`config.mk`:
```
export PLATFORM = sky130hd
export DESIGN_NAME = pixel_reorder_buffer
export DESIGN_NICKNAME = d
export VERILOG_FILES = /design/src/rtl/pixel_reorder_pkg.sv /design/src/rtl/pixel_reorder_mem.sv /design/src/rtl/pixel_reorder_buffer.sv
export SDC_FILE = /design/constraint.sdc
export NUM_CORES = 1
export LEC_CHECK = 0
export CAP_MARGIN = 20
export CORE_AREA = 2 2 197 199
export CTS_CLUSTER_DIAMETER = 200
export CTS_CLUSTER_SIZE = 16
export DETAILED_ROUTE_END_ITERATION = 12
export DIE_AREA = 0 0 199 201
export PLACE_DENSITY = 0.81
export SLEW_MARGIN = 10
export SYNTH_ARGS = -nofsm -noshare
export SYNTH_HDL_FRONTEND = slang
export SYNTH_HIERARCHICAL = 1
export SYNTH_SLANG_ARGS = --single-unit
export TNS_END_PERCENT = 5
```
`constraint.sdc`:
```
create_clock -name clk -period 5.9 [get_ports clk]
set_input_delay 0.885 -clock clk [delete_from_list [all_inputs] [get_ports clk]]
set_output_delay 0.885 -clock clk [all_outputs]
set_load 0.02 [all_outputs]
```
`src/rtl/pixel_reorder_pkg.sv`:
```
// pixel_reorder_pkg: shared widths and window check for the pixel reorder stage
// Defaults match the pixel pipeline (24-bit RGB, 20-bit sequence address, 16-entry window).
package pixel_reorder_pkg;
    localparam int PIX_DW = 24;
    localparam int PIX_AW = 20;
    localparam int PIX_DEPTH = 16;
    localparam int PIX_IDXW = $clog2(PIX_DEPTH);
    // diff is the modular distance (addr - seq) zero-extended; wrap is absorbed by the subtraction
    function automatic logic in_window(input logic [63:0] diff, input int depth);
        return diff < 64'(depth);
    endfunction
endpackage

```
`src/rtl/pixel_reorder_mem.sv`:
```
// pixel_reorder_mem: DEPTH x DW slot storage, one synchronous write port, one combinational read port
// Ports: clk; we/waddr/wdata write a slot on the clock edge; raddr/rdata read a slot combinationally.
module pixel_reorder_mem
    import pixel_reorder_pkg::*;
#(
    parameter int DW = PIX_DW,
    parameter int DEPTH = PIX_DEPTH
) (
    input  logic                     clk,
    input  logic                     we,
    input  logic [$clog2(DEPTH)-1:0] waddr,
    input  logic [DW-1:0]            wdata,
    input  logic [$clog2(DEPTH)-1:0] raddr,
    output logic [DW-1:0]            rdata
);
    logic [DW-1:0] mem [DEPTH];
    always_ff @(posedge clk)
        if (we) mem[waddr] <= wdata;
    assign rdata = mem[raddr];
endmodule

```
`src/rtl/pixel_reorder_buffer.sv`:
```
// pixel_reorder_buffer: reorders tagged out-of-order pixels into ascending sequence-address order
// Ports: clk, rst_n (async, active-low); in_data/in_addr/in_valid/in_vs tagged input, no backpressure;
// out_data/out_addr/out_valid/out_ready/out_skipped ordered output with handshake; out_vs delayed in_vs;
// err_window/err_dup one-cycle drop pulses; occupancy count of stored slots.
module pixel_reorder_buffer
    import pixel_reorder_pkg::*;
#(
    parameter int            DW = PIX_DW,
    parameter int            AW = PIX_AW,
    parameter int            DEPTH = PIX_DEPTH,
    parameter int            TIMEOUT = 0,
    parameter logic [DW-1:0] FILL = '0
) (
    input  logic                   clk,
    input  logic                   rst_n,
    input  logic [DW-1:0]          in_data,
    input  logic [AW-1:0]          in_addr,
    input  logic                   in_valid,
    input  logic                   in_vs,
    output logic [DW-1:0]          out_data,
    output logic [AW-1:0]          out_addr,
    output logic                   out_valid,
    input  logic                   out_ready,
    output logic                   out_skipped,
    output logic                   out_vs,
    output logic                   err_window,
    output logic                   err_dup,
    output logic [$clog2(DEPTH):0] occupancy
);
    localparam int IDXW = $clog2(DEPTH);
    localparam int OW = IDXW + 1;
    logic [AW-1:0] seq, eseq, diff;
    logic [DEPTH-1:0] flags, flags_eff, flags_nxt;
    logic [IDXW-1:0] slot, head;
    logic [DW-1:0] head_data;
    logic [31:0] to_cnt, to_nxt;
    logic [OW-1:0] pop;
    logic load, win, hit, head_st, byp, fill, emit, store;
    // Frame start acts within the same cycle: flags and seq are seen as cleared before evaluating the input.
    always_comb begin
        eseq = in_vs ? '0 : seq;
        flags_eff = in_vs ? '0 : flags;
        diff = in_addr - eseq;
        win = in_window(64'(diff), DEPTH);
        slot = in_addr[IDXW-1:0];
        head = eseq[IDXW-1:0];
        hit = flags_eff[slot];
        load = !out_valid || out_ready;
        head_st = flags_eff[head];
        byp = load && !head_st && in_valid && (in_addr == eseq);
        fill = (TIMEOUT > 0) && load && !head_st && !byp && !in_vs && (occupancy != '0) && (to_cnt == 32'(TIMEOUT));
        emit = load && (head_st || byp || fill);
        store = in_valid && win && !hit && !byp;
        flags_nxt = flags_eff;
        if (load && head_st) flags_nxt[head] = 1'b0;
        if (store) flags_nxt[slot] = 1'b1;
        pop = '0;
        for (int i = 0; i < DEPTH; i++) pop = pop + OW'(flags_nxt[i]);
        to_nxt = (TIMEOUT == 0 || in_vs || emit || occupancy == '0) ? '0 : (load && !head_st) ? to_cnt + 32'd1 : to_cnt;
    end
    pixel_reorder_mem #(.DW(DW), .DEPTH(DEPTH)) u_mem (
        .clk  (clk),
        .we   (store),
        .waddr(slot),
        .wdata(in_data),
        .raddr(head),
        .rdata(head_data)
    );
    always_ff @(posedge clk or negedge rst_n) begin
        if (!rst_n) begin
            seq <= '0;
            flags <= '0;
            occupancy <= '0;
            to_cnt <= '0;
            out_vs <= 1'b0;
            err_window <= 1'b0;
            err_dup <= 1'b0;
            out_valid <= 1'b0;
            out_data <= '0;
            out_addr <= '0;
            out_skipped <= 1'b0;
        end else begin
            seq <= eseq + AW'(emit);
            flags <= flags_nxt;
            occupancy <= pop;
            to_cnt <= to_nxt;
            out_vs <= in_vs;
            err_window <= in_valid && !win;
            err_dup <= in_valid && win && hit;
            if (load) out_valid <= emit;
            if (emit) begin
                out_data <= head_st ? head_data : byp ? in_data : FILL;
                out_addr <= eseq;
                out_skipped <= fill;
            end
        end
    end
endmodule
```
==> flow_summary_export.csv <==
group,metric,value,unit
yosys,yosys-top-cells-area,"edfxtp_1 57%, mux4_2 12%, dfrtp_1 11%, a22oi_1 1.9%, nand2_1 1.7%",
floorplanning,rows,72,
finish,nets,1541,
yosys,synthTopCellsByCount,"384 x edfxtp_1, 103 x mux4_2, 89 x dfrtp_1, 89 x nand2_1, 63 x nor2_1",
timing,setup_viol,4,
clock_network,clk_latency,0.57,ns
clock_network,htree_levels,2,
yosys,yosysWarnings,6,
timing,clock.fmax,164,MHz
finish,fillers,2583,
yosys,netlist_instances,1225,
detailed_routing,drc_errors,0,
detailed_routing,drt_first_pass_iters,5,
detailed_routing,routed_wl,48500,um
yosys,yosysMostFrequentCell,"edfxtp_1",
critical_path,arrival,6.58,ns
place,gp_congestion,0.943,
yosys,synthMuxAreaShare,11.8,%
yosys,synth_top_area_share,57.2,%
clock_network,numCtsBuffers,35,
detailed_routing,ant_nets,0,
detailed_routing,drt_iter0_drc,1118,
timing,period_needed,6.10,ns
status,status,"complete, but fails checks",
power_and_ir_drop,peakVddDrop,0.286,mV
floorplanning,core,0.0381,mm^2
yosys,yosys_register_bits,473,
yosys,synth_top_area_cell,"edfxtp_1",
detailed_routing,routedWlPerCell,24.2,um
yosys,synth-main-ff-cell,"edfxtp_1",
floorplanning,start_util,52.9,%
grt,track_usage,25.1,%
critical_path,required,6.39,ns
floorplanning,die_w,199,um
yosys,yosys.area_share.adder,2.61,%
detailed_routing,via_per_inst,6.16,
yosys,synth_top_family_by_area,"multiplexers",
min_path,min_path_type,"primary input to asynchronous set/reset pin",
timing,whs,0.223,ns
finish,area_growth,19.6,%
yosys,syn_avg_cell_area,16.5,um^2
status,failed_checks,"setup timing",
critical_path,start_kind,"primary input",
timing,rsz0062_at_grt,"true",
timing,skew,0.0334,ns
place,hpwl,29700,um
yosys,seq_area_frac_synth,68.2,%
finish,seq_area,0.0138,mm^2
power_and_ir_drop,powerDensity,252,mW/mm^2
timing,finalCritPeriodShare,103,%
clock_network,cts_tree,"built",
power_and_ir_drop,leakagePower,8.30,nW
timing,worstMarginPinSlew,1.19,ns
timing,slew_headroom,20.2,%
grt,antenna_found_initial,3,
floorplanning,die_y,201,um
clock_network,numClockSinks,473,
detailed_routing,vias,12327,
critical_path,worst_setup_path_end_kind,"flip-flop",
floorplanning,ios,103,
yosys,synth_edf_count,384,
timing,slew_violations,0,
critical_path,crit_fanout,6,
yosys,ys_types,64,
finish,layout-drive-gt1-share,26.0,%
clock_network,clk_path_buf_depth,3,
yosys,synthArstFlopShare,18.8,%
job,cap_violations,0,
grt,grt-ovfl-total,0,
critical_path,path_class,"primary input to flip-flop",
clock_network,clk_pin_slew,0.07,ns
yosys,synth_compound_area_share,7.47,%
finish,final_util,63.3,%
timing,hold_viol,0,
yosys,syn-cell-area,0.0202,mm^2
finish,multi_input_comb_area,0.00631,mm^2
yosys,synthSimpleGateAreaFrac,6.36,%
yosys,mappedNetlistNets,1310,
grt,grt_pass1_wl,74900,um
timing,setup_ws,-0.199,ns
grt,grt_max_degree,63,
place,portBuffers,101,
floorplanning,die_area,0.0400,mm^2
clock_network,cts-root-buf,"clkbuf_16",
clock_network,hold_buffers,0,
yosys,synth_xor_area_share,1.30,%
grt,grt_pass1_vias,12720,
## power by group
group,switching (mW),total (mW),internal [mW]
combinational,0.136,0.236,0.0996
sequential,0.000243,3.61,3.61
clock,1.10,2.23,1.13
total,1.24,6.08,4.84
## final timing paths
check | from | to | slack (ns) | cells past startpoint
max | in_vs | occupancy[4] | -0.20 | 26
min | rst_n | out_addr[5] | 0.22 | 1
max reg2reg | seq[3] | occupancy[4] | -0.02 | 24
min reg2reg | out_addr[0] | out_addr[0] | 0.48 | 2
max in group asynchronous | rst_n | out_data[4] | 4.43 | 2
min in group clk | out_addr[0] | out_addr[0] | 0.48 | 2
## flip-flops by register name (all words and copies together), names as in the netlist
signal / count
err_window: 1
out_data: 24
u_mem/mem: 384
out_vs: 1
seq: 20
occupancy: 5
flags: 16
err_dup: 1
out_addr: 20
out_valid: 1
## worst max-delay path, cell delays in order
cell	delay [ns]
buf_4	0.12
clkinvlp_4	0.10
nand2_2	0.09
ha_4	0.26
a21o_1	0.19
and3_4	0.18
or3_4	0.40
buf_6	0.13
a41oi_2	0.20
xnor2_1	0.11
nor4_2	0.33
nand4_2	0.14
buf_6	0.16
buf_12	0.14
o31ai_4	0.26
fa_1	0.49
fa_1	0.48
fa_1	0.54
inv_1	0.05
fa_1	0.44
inv_1	0.07
ha_2	0.18
inv_2	0.04
fa_2	0.36
nor2b_2	0.12
o21a_1	0.11
## cell families (layout without fill, tap and decap cells)
logic type,after synthesis,after routing
fa+ha+maj,36,36
other cells,1,3
xor+xnor,30,30
mux,108,108
buf+inv,95,351
compound gates,217,217
flops,473,473
simple gates,265,265
## metal layers
metal | global-route usage (%) | vias up | wire length, um | share of wire, %
li1 | - | 5296 | - | -
met1 | 33.8 | 6267 | 18200 | 38
met2 | 40.8 | 638 | 24200 | 50
met3 | 4.75 | 124 | 4400 | 9.1
met4 | 9.99 | 2 | 1670 | 3.4
met5 | 0 | - | 16 | 0.033
## cell type report
cell class	instances	share of cell area, %
diodes	2	0.0208
clock buffers	59	4.01
clock inverters	3	0.171
inverters	27	0.462
multi-input cells	657	26.2
flip-flops and latches	473	57.0
well taps	518	2.69
repair buffers	262	9.45
## repair_timing
item | in CTS | in global routing
pin swaps | 13 | 0
endpoints found under the setup margin | 5 | 4
setup buffers | 8 | 1
hold endpoints to repair | 0 | 0
resized for setup | 37 | 4
cloned | 1 | 0
## layout by cell type, fill, tap and decap left out, types with 7 or more instances in the layout
cell type	count
clkdlybuf4s50_1	93
nand3_1	35
o211ai_1	8
nor2_2	13
clkbuf_16	35
and2_1	7
nor2b_1	10
fa_1	8
a22oi_1	51
mux4_2	103
edfxtp_1	384
dfrtp_1	89
xnor2_1	16
ha_4	9
clkbuf_1	24
buf_4	155
a21oi_1	40
ha_1	14
o21ai_0	26
a21o_1	12
o31a_1	8
o22ai_1	24
xor2_1	13
nand2_1	83
inv_1	21
nand4_1	8
nor2_1	50
## per-stage QoR
stage | setup WS (ns) | power, mW | area (um^2) | setup TNS (ns) | instances
2_1_floorplan | -0.392 | 3.77 | 20300 | -1.31 | 1225
3_3_place_gp | -1.12 | 3.89 | 22900 | -4.86 | 1927
3_5_place_dp | -1.23 | 3.90 | 22900 | -5.50 | 1927
4_1_cts | -0.164 | 6.10 | 24100 | -0.597 | 1998
5_1_grt | -0.450 | 6.25 | 24100 | -1.68 | 2001
6_report | -0.199 | 6.08 | 24100 | -0.749 | 2001
Note: power is estimated with default switching activity, not from simulation.
